==> config.mk <==
export PLATFORM = sky130hd
export DESIGN_NAME = if_stage
export DESIGN_NICKNAME = d
export VERILOG_FILES = /design/src/rtl/if_stage.sv
export SDC_FILE = /design/constraint.sdc
export NUM_CORES = 1
export LEC_CHECK = 0
export CAP_MARGIN = 5
export CORE_MARGIN = 1.5
export CORE_UTILIZATION = 48
export CTS_CLUSTER_SIZE = 16
export DETAILED_ROUTE_END_ITERATION = 7
export GPL_TIMING_DRIVEN = 0
export PLACE_DENSITY = 0.85
export RECOVER_POWER = 50
export SETUP_SLACK_MARGIN = 0.2
export SKIP_LAST_GASP = 1
export SLEW_MARGIN = 20
export SYNTH_ARGS = -nofsm -noshare
export SYNTH_HDL_FRONTEND = slang
export SYNTH_HIERARCHICAL = 1
export SYNTH_SLANG_ARGS = --single-unit
==> constraint.sdc <==
create_clock -name clk -period 4.1 [get_ports clk]
set_input_delay 0.82 -clock clk [delete_from_list [all_inputs] [get_ports clk]]
set_output_delay 0.82 -clock clk [all_outputs]
set_load 0.05 [all_outputs]
==> src/rtl/if_stage.sv <==
// rtl/if_stage.sv - instruction-fetch stage: PC, IF/ID register, stall/flush counters
module if_stage_sat_counter #(
    parameter int CNT_WIDTH = 16
) (
    input  logic                 clk,
    input  logic                 rst,
    input  logic                 inc,
    output logic [CNT_WIDTH-1:0] count
);
    always_ff @(posedge clk) begin
        if (rst) begin
            count <= '0;
        end else if (inc && (count != {CNT_WIDTH{1'b1}})) begin
            count <= count + 1'b1;
        end
    end
endmodule

module if_stage #(
    parameter int                     PC_WIDTH    = 8,
    parameter int                     INSTR_WIDTH = 32,
    parameter logic [PC_WIDTH-1:0]    RESET_PC    = '0,
    parameter logic [INSTR_WIDTH-1:0] NOP_INSTR   = '0,
    parameter int                     CNT_WIDTH   = 16
) (
    input  logic                   clk,
    input  logic                   rst,
    input  logic [1:0]             MUX_IF_PM,
    input  logic                   Is_Address_Taken,
    input  logic [PC_WIDTH-1:0]    Branch_Target,
    output logic [PC_WIDTH-1:0]    Instr_Mem_Addr,
    input  logic [INSTR_WIDTH-1:0] Instr_Mem_Data,
    output logic [INSTR_WIDTH-1:0] Instr_ID,
    output logic [PC_WIDTH-1:0]    PC_ID,
    output logic                   Valid_ID,
    output logic [CNT_WIDTH-1:0]   Stall_Count,
    output logic [CNT_WIDTH-1:0]   Flush_Count
);
    logic [PC_WIDTH-1:0] pc_q;
    logic                freeze;
    logic                flush;

    // Encoding 11 is folded into freeze, so bit 1 alone marks a hold.
    assign freeze = MUX_IF_PM[1];
    assign flush  = (MUX_IF_PM == 2'b01);

    assign Instr_Mem_Addr = pc_q;

    // A redirect overrides freeze; the hazard unit pairs it with a flush anyway.
    always_ff @(posedge clk) begin
        if (rst) begin
            pc_q <= RESET_PC;
        end else if (Is_Address_Taken) begin
            pc_q <= Branch_Target;
        end else if (!freeze) begin
            pc_q <= pc_q + 1'b1;
        end
    end

    always_ff @(posedge clk) begin
        if (rst || flush) begin
            Instr_ID <= NOP_INSTR;
            PC_ID    <= '0;
            Valid_ID <= 1'b0;
        end else if (!freeze) begin
            Instr_ID <= Instr_Mem_Data;
            PC_ID    <= pc_q;
            Valid_ID <= 1'b1;
        end
    end

    if_stage_sat_counter #(.CNT_WIDTH(CNT_WIDTH)) u_stall_cnt (
        .clk   (clk),
        .rst   (rst),
        .inc   (freeze),
        .count (Stall_Count)
    );

    if_stage_sat_counter #(.CNT_WIDTH(CNT_WIDTH)) u_flush_cnt (
        .clk   (clk),
        .rst   (rst),
        .inc   (flush),
        .count (Flush_Count)
    );
endmodule

==> results of run 1 <==
## per-stage QoR
stage               instances  area (µm²)  hold WS [ps]
floorplan                 384        3570         667.7
global placement          607        4935         437.0
detailed placement        607        4935         450.7
CTS                       623        5115         463.0
global route              623        5089         490.3
finish                    623        5089         468.0
## synth_stat cells, types with 3 or more instances
master	count	area share
o31ai_1	12	0.025
or4_1	14	0.029
nor2_1	57	0.060
o21ai_0	10	0.014
or3_1	8	0.014
mux2i_1	42	0.12
nand2_1	18	0.019
nor3_1	9	0.013
a311oi_1	3	0.0074
ha_1	3	0.011
nor2b_1	5	0.0088
nand3_1	13	0.018
dfxtp_1	81	0.45
and4_1	6	0.015
nor4_1	4	0.0070
inv_1	8	0.0084
clkbuf_1	6	0.0063
xnor2_1	5	0.012
buf_2	12	0.017
nand4_1	7	0.012
a21oi_1	23	0.032
## sequential cells by signal (all words and copies together) (netlist names)
register           count
Instr_ID              32
Instr_Mem_Addr         8
PC_ID                  8
Valid_ID               1
u_flush_cnt/count     16
u_stall_cnt/count     16
## how the worst min path moves through the flow
stage	startpoint	endpoint	slack, ps	depth (start not counted)
CTS	Valid_ID	Valid_ID	460	2
floorplan	Valid_ID	Valid_ID	670	2
detailed placement	Valid_ID	Valid_ID	450	2
global route	Valid_ID	Valid_ID	490	2
global placement	Valid_ID	Valid_ID	440	2
finish	Valid_ID	Valid_ID	470	2
## layer usage
| layer | vias up | GRT usage | share of wire |
|---|---|---|---|
| li1 | 1670 | - | - |
| met1 | 1614 | 0.2745 | 0.43 |
| met2 | 117 | 0.4081 | 0.49 |
| met4 | 0 | 0.07832 | 0.011 |
| met5 | - | 0 | 0 |
| met3 | 10 | 0.04894 | 0.071 |
## final cells by class
type | instances | area (µm²)
inverters | 8 | 30.03
repair buffers | 124 | 1241
clock buffers | 10 | 137.6
plain buffers | 20 | 85.08
flip-flops and latches | 81 | 1622
fillers | 577 | 2126
well taps | 99 | 123.9
clock inverters | 6 | 42.54
multi-input cells | 275 | 1807
## cell usage in the layout (no fill, tap or decap), types with 7 or more instances in the layout
cell / count
nand2_1: 18
clkbuf_8: 10
clkbuf_1: 10
dlygate4sd3_1: 53
clkdlybuf4s50_1: 71
inv_1: 8
nor3_1: 9
o21ai_0: 10
nand3_1: 13
nor2_1: 57
a21oi_1: 23
or3_1: 8
or4_1: 14
mux2i_1: 42
dfxtp_1: 81
o31ai_1: 12
buf_2: 8
nand4_1: 7
## cells by family (layout without fill, tap and decap cells)
family,after synthesis,count (layout),share of synthesized area
mux,45,45,0.1272
simple gates,161,161,0.2538
xor+xnor,7,7,0.01718
buf+inv,28,168,0.03365
flops,81,81,0.4543
fa+ha+maj,3,3,0.01052
compound gates,59,59,0.1034
## worst min-delay path: stages, from the launching register on
cell and delay, ps:
dfxtp_1 320, inv_1 50, a21oi_1 50
## power by group
part	internal, mW	switching [mW]	leakage [nW]
Sequential	0.813	0.0209	0.660
Clock	0.237	0.296	0.0887
Combinational	0.108	0.165	1.26
Total	1.16	0.482	2.01
==> flow_metrics.env, run 1 <==
export IMPL_finalPower_mw=1.640
export IMPL_critPathSlowestCell="dlygate4sd3_1"
export IMPL_core_mm2=0.007214
export IMPL_start_kind="primary input"
export IMPL_grt_antenna_before_repair=0
export IMPL_wl_per_cell_um=15.25
export IMPL_finalHoldViolations=0
export IMPL_die_x_um=89.24
export IMPL_endpoint="Instr_ID[14]"
export IMPL_slew_violations=0
export IMPL_vias=3411
export IMPL_path_max_fanout=11
export IMPL_rrSetupSlack_ps=1490
export IMPL_cts_root_buf="clkbuf_8"
export IMPL_place_gp_congestion=0.8366
export IMPL_slowest_delay_ps=760
export IMPL_finClkSkew_ps=2.252
export IMPL_rsz0062_at_grt="no"
export IMPL_synthFlopType="dfxtp_1"
export IMPL_cp_num_buf_inv=3
export IMPL_port_buffers=124
export IMPL_synth_cell_types=44
export IMPL_h_tree_depth=3
export IMPL_drive_above_1_share=0.05916
export IMPL_startpoint="MUX_IF_PM[1]"
export IMPL_fin_crit_sh=0.6741
export IMPL_cts_tree="done"
export IMPL_pre_cts_ws_ps=1073
export IMPL_cts_made_buffers=9
export IMPL_dieArea_mm2=0.007963
export IMPL_gr_total_overflow=0
export IMPL_synthesis_nets=432
export IMPL_dr_pass1_iters=4
export IMPL_final_min_clock_period_ps=2764
export IMPL_setup_tns_ps=0
export IMPL_worstSetupEndpointType="flip-flop"
export IMPL_tightest_slew_ps=1275
export IMPL_syn_cell_area_mm2=0.003570
export IMPL_cp_top_family="buffers and inverters"
export IMPL_seq_area_frac_synth=0.4543
export IMPL_grt_pass1_wl_um=14360
export IMPL_die_h_um=89.24
export IMPL_antenna_left=0
export IMPL_finalSetupViolations=0
export IMPL_cts_resized=0
export IMPL_setup_ws_ps=1336
export IMPL_hpwl_um=7021
export IMPL_drt_initial_drc_count=123
export IMPL_cts_setup_buffers=0
export IMPL_rr_worst_depth=6
export IMPL_critical_path_arrival_ps=3000
export IMPL_syn_to_final_growth_pct=42.55
export IMPL_synth_seq_cells=81
export IMPL_postCtsHoldBufs=0
export IMPL_synth_enable_flop_cells=0
export IMPL_grt_max_degree=15
export IMPL_powerDensity_mw_per_mm2=322.2
export IMPL_rows=31
export IMPL_power_leakage_nw=2.010
export IMPL_n_antenna_cell=0
export IMPL_async_flop_share=0
export IMPL_cp_required_ps=4340
export IMPL_grt_use_total=0.2296
export IMPL_worstReg2RegEnd="u_stall_cnt/count[0]"
export IMPL_status="finished clean"
export IMPL_regToRegStartpoint="u_stall_cnt/count[0]"
export IMPL_worst_skew_pair_late_latency_ps=340
export IMPL_path_common_cell="clkbuf_1"
export IMPL_synth_area_per_cell_um2=9.296
export IMPL_wirelength_um=9501
export IMPL_drc_errors=0
export IMPL_hold_class="flip-flop to flip-flop"
export IMPL_final_core_util=0.7053
export IMPL_start_util=0.4948
export IMPL_critPathKind="primary input to flip-flop"
export IMPL_grt_pass1_vias=3114
export IMPL_clk_pin_slew_worst_paths_ps=80
export IMPL_maxClockFrequency_mhz=361.8
export IMPL_netlist_instances=384
export IMPL_cp_num_cells=5
export IMPL_cts_sinks=81
export IMPL_io_pins=126
export IMPL_ys_warn_count=6
export IMPL_fin_nets=567
export IMPL_ir_drop_uv=187.6
export IMPL_crit_chain="dlygate4sd3_1, clkbuf_1, clkbuf_1, mux2i_1, nor2_1"
export IMPL_drv_cap=0
export IMPL_maxSlewHeadroom=0.1419
export IMPL_cts_path_max_buffers=2
export IMPL_vias_per_cell=5.475
No activity file was read; power rests on OpenSTA's default activity.
==> inputs of run 2 (changes only) <==
--- a/config.mk
+++ b/config.mk
@@ -7,11 +7,11 @@
 export LEC_CHECK = 0
 export CAP_MARGIN = 5
 export CORE_MARGIN = 1.5
-export CORE_UTILIZATION = 48
+export CORE_UTILIZATION = 45
 export CTS_CLUSTER_SIZE = 16
 export DETAILED_ROUTE_END_ITERATION = 7
 export GPL_TIMING_DRIVEN = 0
-export PLACE_DENSITY = 0.85
+export PLACE_DENSITY = 0.8
 export RECOVER_POWER = 50
 export SETUP_SLACK_MARGIN = 0.2
 export SKIP_LAST_GASP = 1
==> constraint.sdc (replaced) <==
create_clock -name clk -period 2.55 [get_ports clk]
set_input_delay 0.51 -clock clk [delete_from_list [all_inputs] [get_ports clk]]
set_output_delay 0.51 -clock clk [all_outputs]
set_load 0.05 [all_outputs]
==> flow_metrics.env, run 2 (same netlist as run 1, synthesis figures left out) <==
export IMPL_vias_per_cell=5.401
export IMPL_vias=3381
export IMPL_start_kind="primary input"
export IMPL_maxSlewHeadroom=0.4620
export IMPL_power_leakage_nw=1.925
export IMPL_postCtsHoldBufs=0
export IMPL_regMostFlops="Instr_ID"
export IMPL_die_h_um=92.07
export IMPL_tightest_slew_ps=800.3
export IMPL_powerDensity_mw_per_mm2=522.5
export IMPL_finClkSkew_ps=11.46
export IMPL_drive_above_1_share=0.06489
export IMPL_antenna_left=0
export IMPL_fin_nets=567
export IMPL_worstSetupEndpointType="flip-flop"
export IMPL_reg_largest_list="Instr_ID x32, u_flush_cnt/count x16, u_stall_cnt/count x16"
export IMPL_cts_made_buffers=9
export IMPL_cts_root_buf="clkbuf_8"
export IMPL_hold_class="primary input to flip-flop"
export IMPL_met1_usage=0.2660
export IMPL_status="finished clean"
export IMPL_grt_pass1_wl_um=15060
export IMPL_cts_path_max_buffers=2
export IMPL_ir_drop_uv=268.5
export IMPL_cp_required_ps=2800
export IMPL_syn_to_final_growth_pct=43.08
export IMPL_grt_busiest_layer="met2"
export IMPL_drt_initial_drc_count=60
export IMPL_cts_sinks=81
export IMPL_finalSetupViolations=0
export IMPL_start_util=0.4644
export IMPL_cts_setup_buffers=0
export IMPL_cts_tree="done"
export IMPL_clk_pin_slew_worst_paths_ps=90
export IMPL_rsz0062_at_grt="no"
export IMPL_largest_reg_flops=32
export IMPL_drc_errors=0
export IMPL_grt_antenna_before_repair=0
export IMPL_die_x_um=92.07
export IMPL_h_tree_depth=3
export IMPL_dieArea_mm2=0.008476
export IMPL_critPathKind="primary input to flip-flop"
export IMPL_path_max_fanout=11
export IMPL_slew_violations=0
export IMPL_layout_commonest_cell="clkdlybuf4s50_1"
export IMPL_met2_usage=0.3883
export IMPL_finalPower_mw=2.669
export IMPL_grt_use_total=0.2215
export IMPL_critical_path_arrival_ps=2550
export IMPL_maxClockFrequency_mhz=435.5
export IMPL_core_mm2=0.007687
export IMPL_wirelength_um=9354
export IMPL_fillCellCount=644
export IMPL_finalHoldViolations=0
export IMPL_final_min_clock_period_ps=2296
export IMPL_gr_total_overflow=0
export IMPL_setup_ws_ps=253.7
export IMPL_grt_use_met3=0.04312
export IMPL_dr_pass1_iters=6
export IMPL_port_buffers=124
export IMPL_io_pins=126
export IMPL_rows=32
export IMPL_wl_per_cell_um=14.94
export IMPL_worst_skew_pair_late_latency_ps=360
export IMPL_n_antenna_cell=0
export IMPL_fin_crit_sh=0.9005
export IMPL_drv_cap=0
export IMPL_pre_cts_ws_ps=-198.1
export IMPL_grt_pass1_vias=3200
export IMPL_place_gp_congestion=0.8212
export IMPL_hpwl_um=6795
export IMPL_final_cell_mix="95 x clkdlybuf4s50_1, 81 x dfxtp_1, 57 x nor2_1, 42 x mux2i_1, 29 x dlygate4sd3_1"
export IMPL_grt_max_degree=17
## run 2: routing by layer
layer	up-vias	wire length, µm
met4	0	143
met1	1583	4136
met2	108	4564
met3	14	510
li1	1676	-
met5	-	0
## run 2: layout make-up
type / count / area (µm²) / area share
Multi-Input combinational cell: 275 / 1812 / 0.3547
Sequential cell: 81 / 1622 / 0.3175
Timing Repair Buffer: 124 / 1241 / 0.2430
Tap cell: 102 / 127.6 / 0.02499
Clock buffer: 9 / 123.9 / 0.02425
Buffer: 20 / 86.33 / 0.01690
Clock inverter: 7 / 65.06 / 0.01274
Inverter: 8 / 30.03 / 0.005879
## run 2: path summary, 6_finish.rpt
kind	start	end	slack, ps	cells after the start
worst max-delay path	MUX_IF_PM[1]	Instr_ID[5]	250	5
worst min-delay path	rst	Instr_Mem_Addr[1]	420	2
worst max register to register	u_stall_cnt/count[0]	u_stall_cnt/count[1]	400	6
worst min register to register	Valid_ID	Valid_ID	460	2
## run 2: what timing repair did
item / in CTS / in global routing
endpoints found under the setup margin: 2 / 4
cloned: 0 / 0
gates resized for setup: 1 / 1
## run 2: through the flow
step / instance area, µm² / util / hold WS, ps / instances / setup TNS [ps]
global placement: 4938 / 0.6424 / 436.8 / 610 / -645.7
floorplan: 3570 / - / 646.0 / 384 / 0
CTS: 5130 / 0.6673 / 430.5 / 626 / 0
finish: 5107 / 0.6644 / 425.0 / 626 / 0
global route: 5107 / 0.6644 / 438.3 / 626 / 0
detailed placement: 4938 / 0.6424 / 447.0 / 610 / -950.8
## run 2: critical path, stage by stage
cell and delay [ps]:
dlygate4sd3_1 810, clkbuf_1 490, clkbuf_2 420, mux2i_1 240
nor2_1 60
## run 2: power by group
group	internal, mW	switching [mW]	total [mW]
Clock	0.369	0.517	0.886
Sequential	1.31	0.0327	1.34
Combinational	0.178	0.264	0.442
Total	1.86	0.813	2.67
==> inputs of run 3 (changes only) <==
--- a/config.mk
+++ b/config.mk
@@ -7,11 +7,13 @@
 export LEC_CHECK = 0
 export CAP_MARGIN = 5
 export CORE_MARGIN = 1.5
-export CORE_UTILIZATION = 45
+export CORE_UTILIZATION = 47
+export CTS_BUF_LIST = sky130_fd_sc_hd__clkbuf_8
 export CTS_CLUSTER_SIZE = 16
 export DETAILED_ROUTE_END_ITERATION = 7
 export GPL_TIMING_DRIVEN = 0
-export PLACE_DENSITY = 0.8
+export HOLD_SLACK_MARGIN = 0.1
+export PLACE_DENSITY = 0.83
 export RECOVER_POWER = 50
 export SETUP_SLACK_MARGIN = 0.2
 export SKIP_LAST_GASP = 1
==> flow_metrics.env, run 3 (same netlist as run 1, synthesis figures left out) <==
export IMPL_status="finished clean"
export IMPL_wl_per_cell_um=15.21
export IMPL_port_buffers=124
export IMPL_clk_pin_slew_worst_paths_ps=80
export IMPL_cts_root_buf="clkbuf_8"
export IMPL_cts_path_max_buffers=2
export IMPL_drive_above_1_share=0.06679
export IMPL_final_min_clock_period_ps=2199
export IMPL_die_x_um=90.15
export IMPL_h_tree_depth=3
export IMPL_vias_per_cell=5.445
export IMPL_rows=31
export IMPL_cts_sinks=81
export IMPL_dieArea_mm2=0.008127
export IMPL_start_util=0.4895
export IMPL_largest_reg_flops=32
export IMPL_place_gp_congestion=0.8293
export IMPL_regMostFlops="Instr_ID"
export IMPL_io_pins=126
export IMPL_power_leakage_nw=1.992
export IMPL_slew_violations=0
export IMPL_cts_made_buffers=9
export IMPL_core_mm2=0.007292
export IMPL_worst_skew_pair_late_latency_ps=340
export IMPL_finalSetupViolations=0
export IMPL_grt_pass1_wl_um=15650
export IMPL_maxClockFrequency_mhz=454.8
export IMPL_syn_to_final_growth_pct=44.13
export IMPL_multiInputGateArea_mm2=0.001812
export IMPL_critPathSlowestCell="dlygate4sd3_1"
export IMPL_slowest_delay_ps=710
export IMPL_layout_commonest_cell="clkdlybuf4s50_1"
export IMPL_gr_total_overflow=0
export IMPL_finalHoldViolations=0
export IMPL_hpwl_um=7038
export IMPL_whs_ps=463.4
export IMPL_critPathKind="primary input to flip-flop"
export IMPL_dr_pass1_iters=4
export IMPL_cts_setup_buffers=0
export IMPL_fillCellCount=591
export IMPL_start_kind="primary input"
export IMPL_grt_pass1_vias=3286
export IMPL_antenna_left=0
export IMPL_drv_cap=0
export IMPL_fin_crit_sh=0.8622
export IMPL_postCtsHoldBufs=0
export IMPL_path_max_fanout=11
export IMPL_worstSetupEndpointType="flip-flop"
export IMPL_vias=3392
export IMPL_grt_max_degree=15
export IMPL_finalPower_mw=2.832
export IMPL_cp_required_ps=2820
export IMPL_die_h_um=90.15
export IMPL_cts_tree="done"
export IMPL_grt_antenna_before_repair=0
export IMPL_rsz0062_at_grt="no"
export IMPL_hold_class="flip-flop to flip-flop"
export IMPL_drt_initial_drc_count=101
export IMPL_n_antenna_cell=0
export IMPL_powerDensity_mw_per_mm2=550.5
export IMPL_crit_chain="dlygate4sd3_1, nor2b_4, nand2_1, clkbuf_1, or4_1, a21oi_1"
export IMPL_maxSlewHeadroom=0.4903
export IMPL_drc_errors=0
export IMPL_critical_path_arrival_ps=2470
export IMPL_reg_largest_list="Instr_ID x32, u_flush_cnt/count x16, u_stall_cnt/count x16"
export IMPL_cp_top_family="buffers and inverters"
export IMPL_register_area_mm2=0.001622
export IMPL_final_core_util=0.7056
export IMPL_fin_nets=567
export IMPL_grt_use_total=0.2332
export IMPL_finClkSkew_ps=9.416
export IMPL_wirelength_um=9477
export IMPL_final_cell_mix="83 x clkdlybuf4s50_1, 81 x dfxtp_1, 57 x nor2_1, 42 x mux2i_1, 41 x dlygate4sd3_1"
export IMPL_ir_drop_uv=347.4
export IMPL_tightest_slew_ps=758.3
export IMPL_cp_num_buf_inv=2
## run 3: power breakdown
group          switching [mW]  total, mW  internal, mW
Combinational           0.265      0.441         0.175
Sequential             0.0335       1.34          1.31
Clock                   0.469       1.05         0.582
## run 3: cell type report
type	instances	area share
buffer	20	0.01702
inverter	8	0.005837
tap	99	0.02408
multi-input combinational	275	0.3521
timing repair buffer	124	0.2412
clock inverter	6	0.01775
clock buffer	10	0.02675
sequential	81	0.3152
## run 3: metrics by stage
step | worst slack (ps) | cells | cell area [µm²] | TNS, ps
final | 351.5 | 623 | 5145 | 0
after global routing | 205.1 | 623 | 5145 | 0
after CTS | 328.8 | 623 | 5166 | 0
after detailed placement | -152.1 | 607 | 4935 | -704.4
after global placement | -95.08 | 607 | 4935 | -339.6
after floorplan | 572.3 | 384 | 3570 | 0
## run 3: what timing repair did
item	in CTS	in global routing
pin swaps	0	0
gates cloned	0	0
resized for setup	1	1
endpoints found under the setup margin	2	1
## run 3: worst reg2reg max path: cells and delay by family (launching register included)
family          cells  cell delay [ps]
buf+inv             1              410
fa+ha+maj           1              260
flops               1              420
simple gates        2              690
compound gates      2              290
## run 3: path summary, 6_finish.rpt
kind / startpoint / slack (ps) / depth (start not counted) / to
setup reg to reg: u_flush_cnt/count[0] / 410 / 6 / u_flush_cnt/count[1]
setup / recovery: MUX_IF_PM[1] / 350 / 6 / u_flush_cnt/count[15]
hold reg to reg: Valid_ID / 460 / 2 / Valid_ID
hold / removal: Valid_ID / 460 / 2 / Valid_ID
## run 3: metal layers
layer | vias to the layer above | track usage | routed length (µm)
li1 | 1668 | - | -
met1 | 1608 | 0.2782 | 4128
met2 | 108 | 0.4217 | 4718
met3 | 8 | 0.05076 | 525
met4 | 0 | 0.05952 | 105
met5 | - | 0 | 0
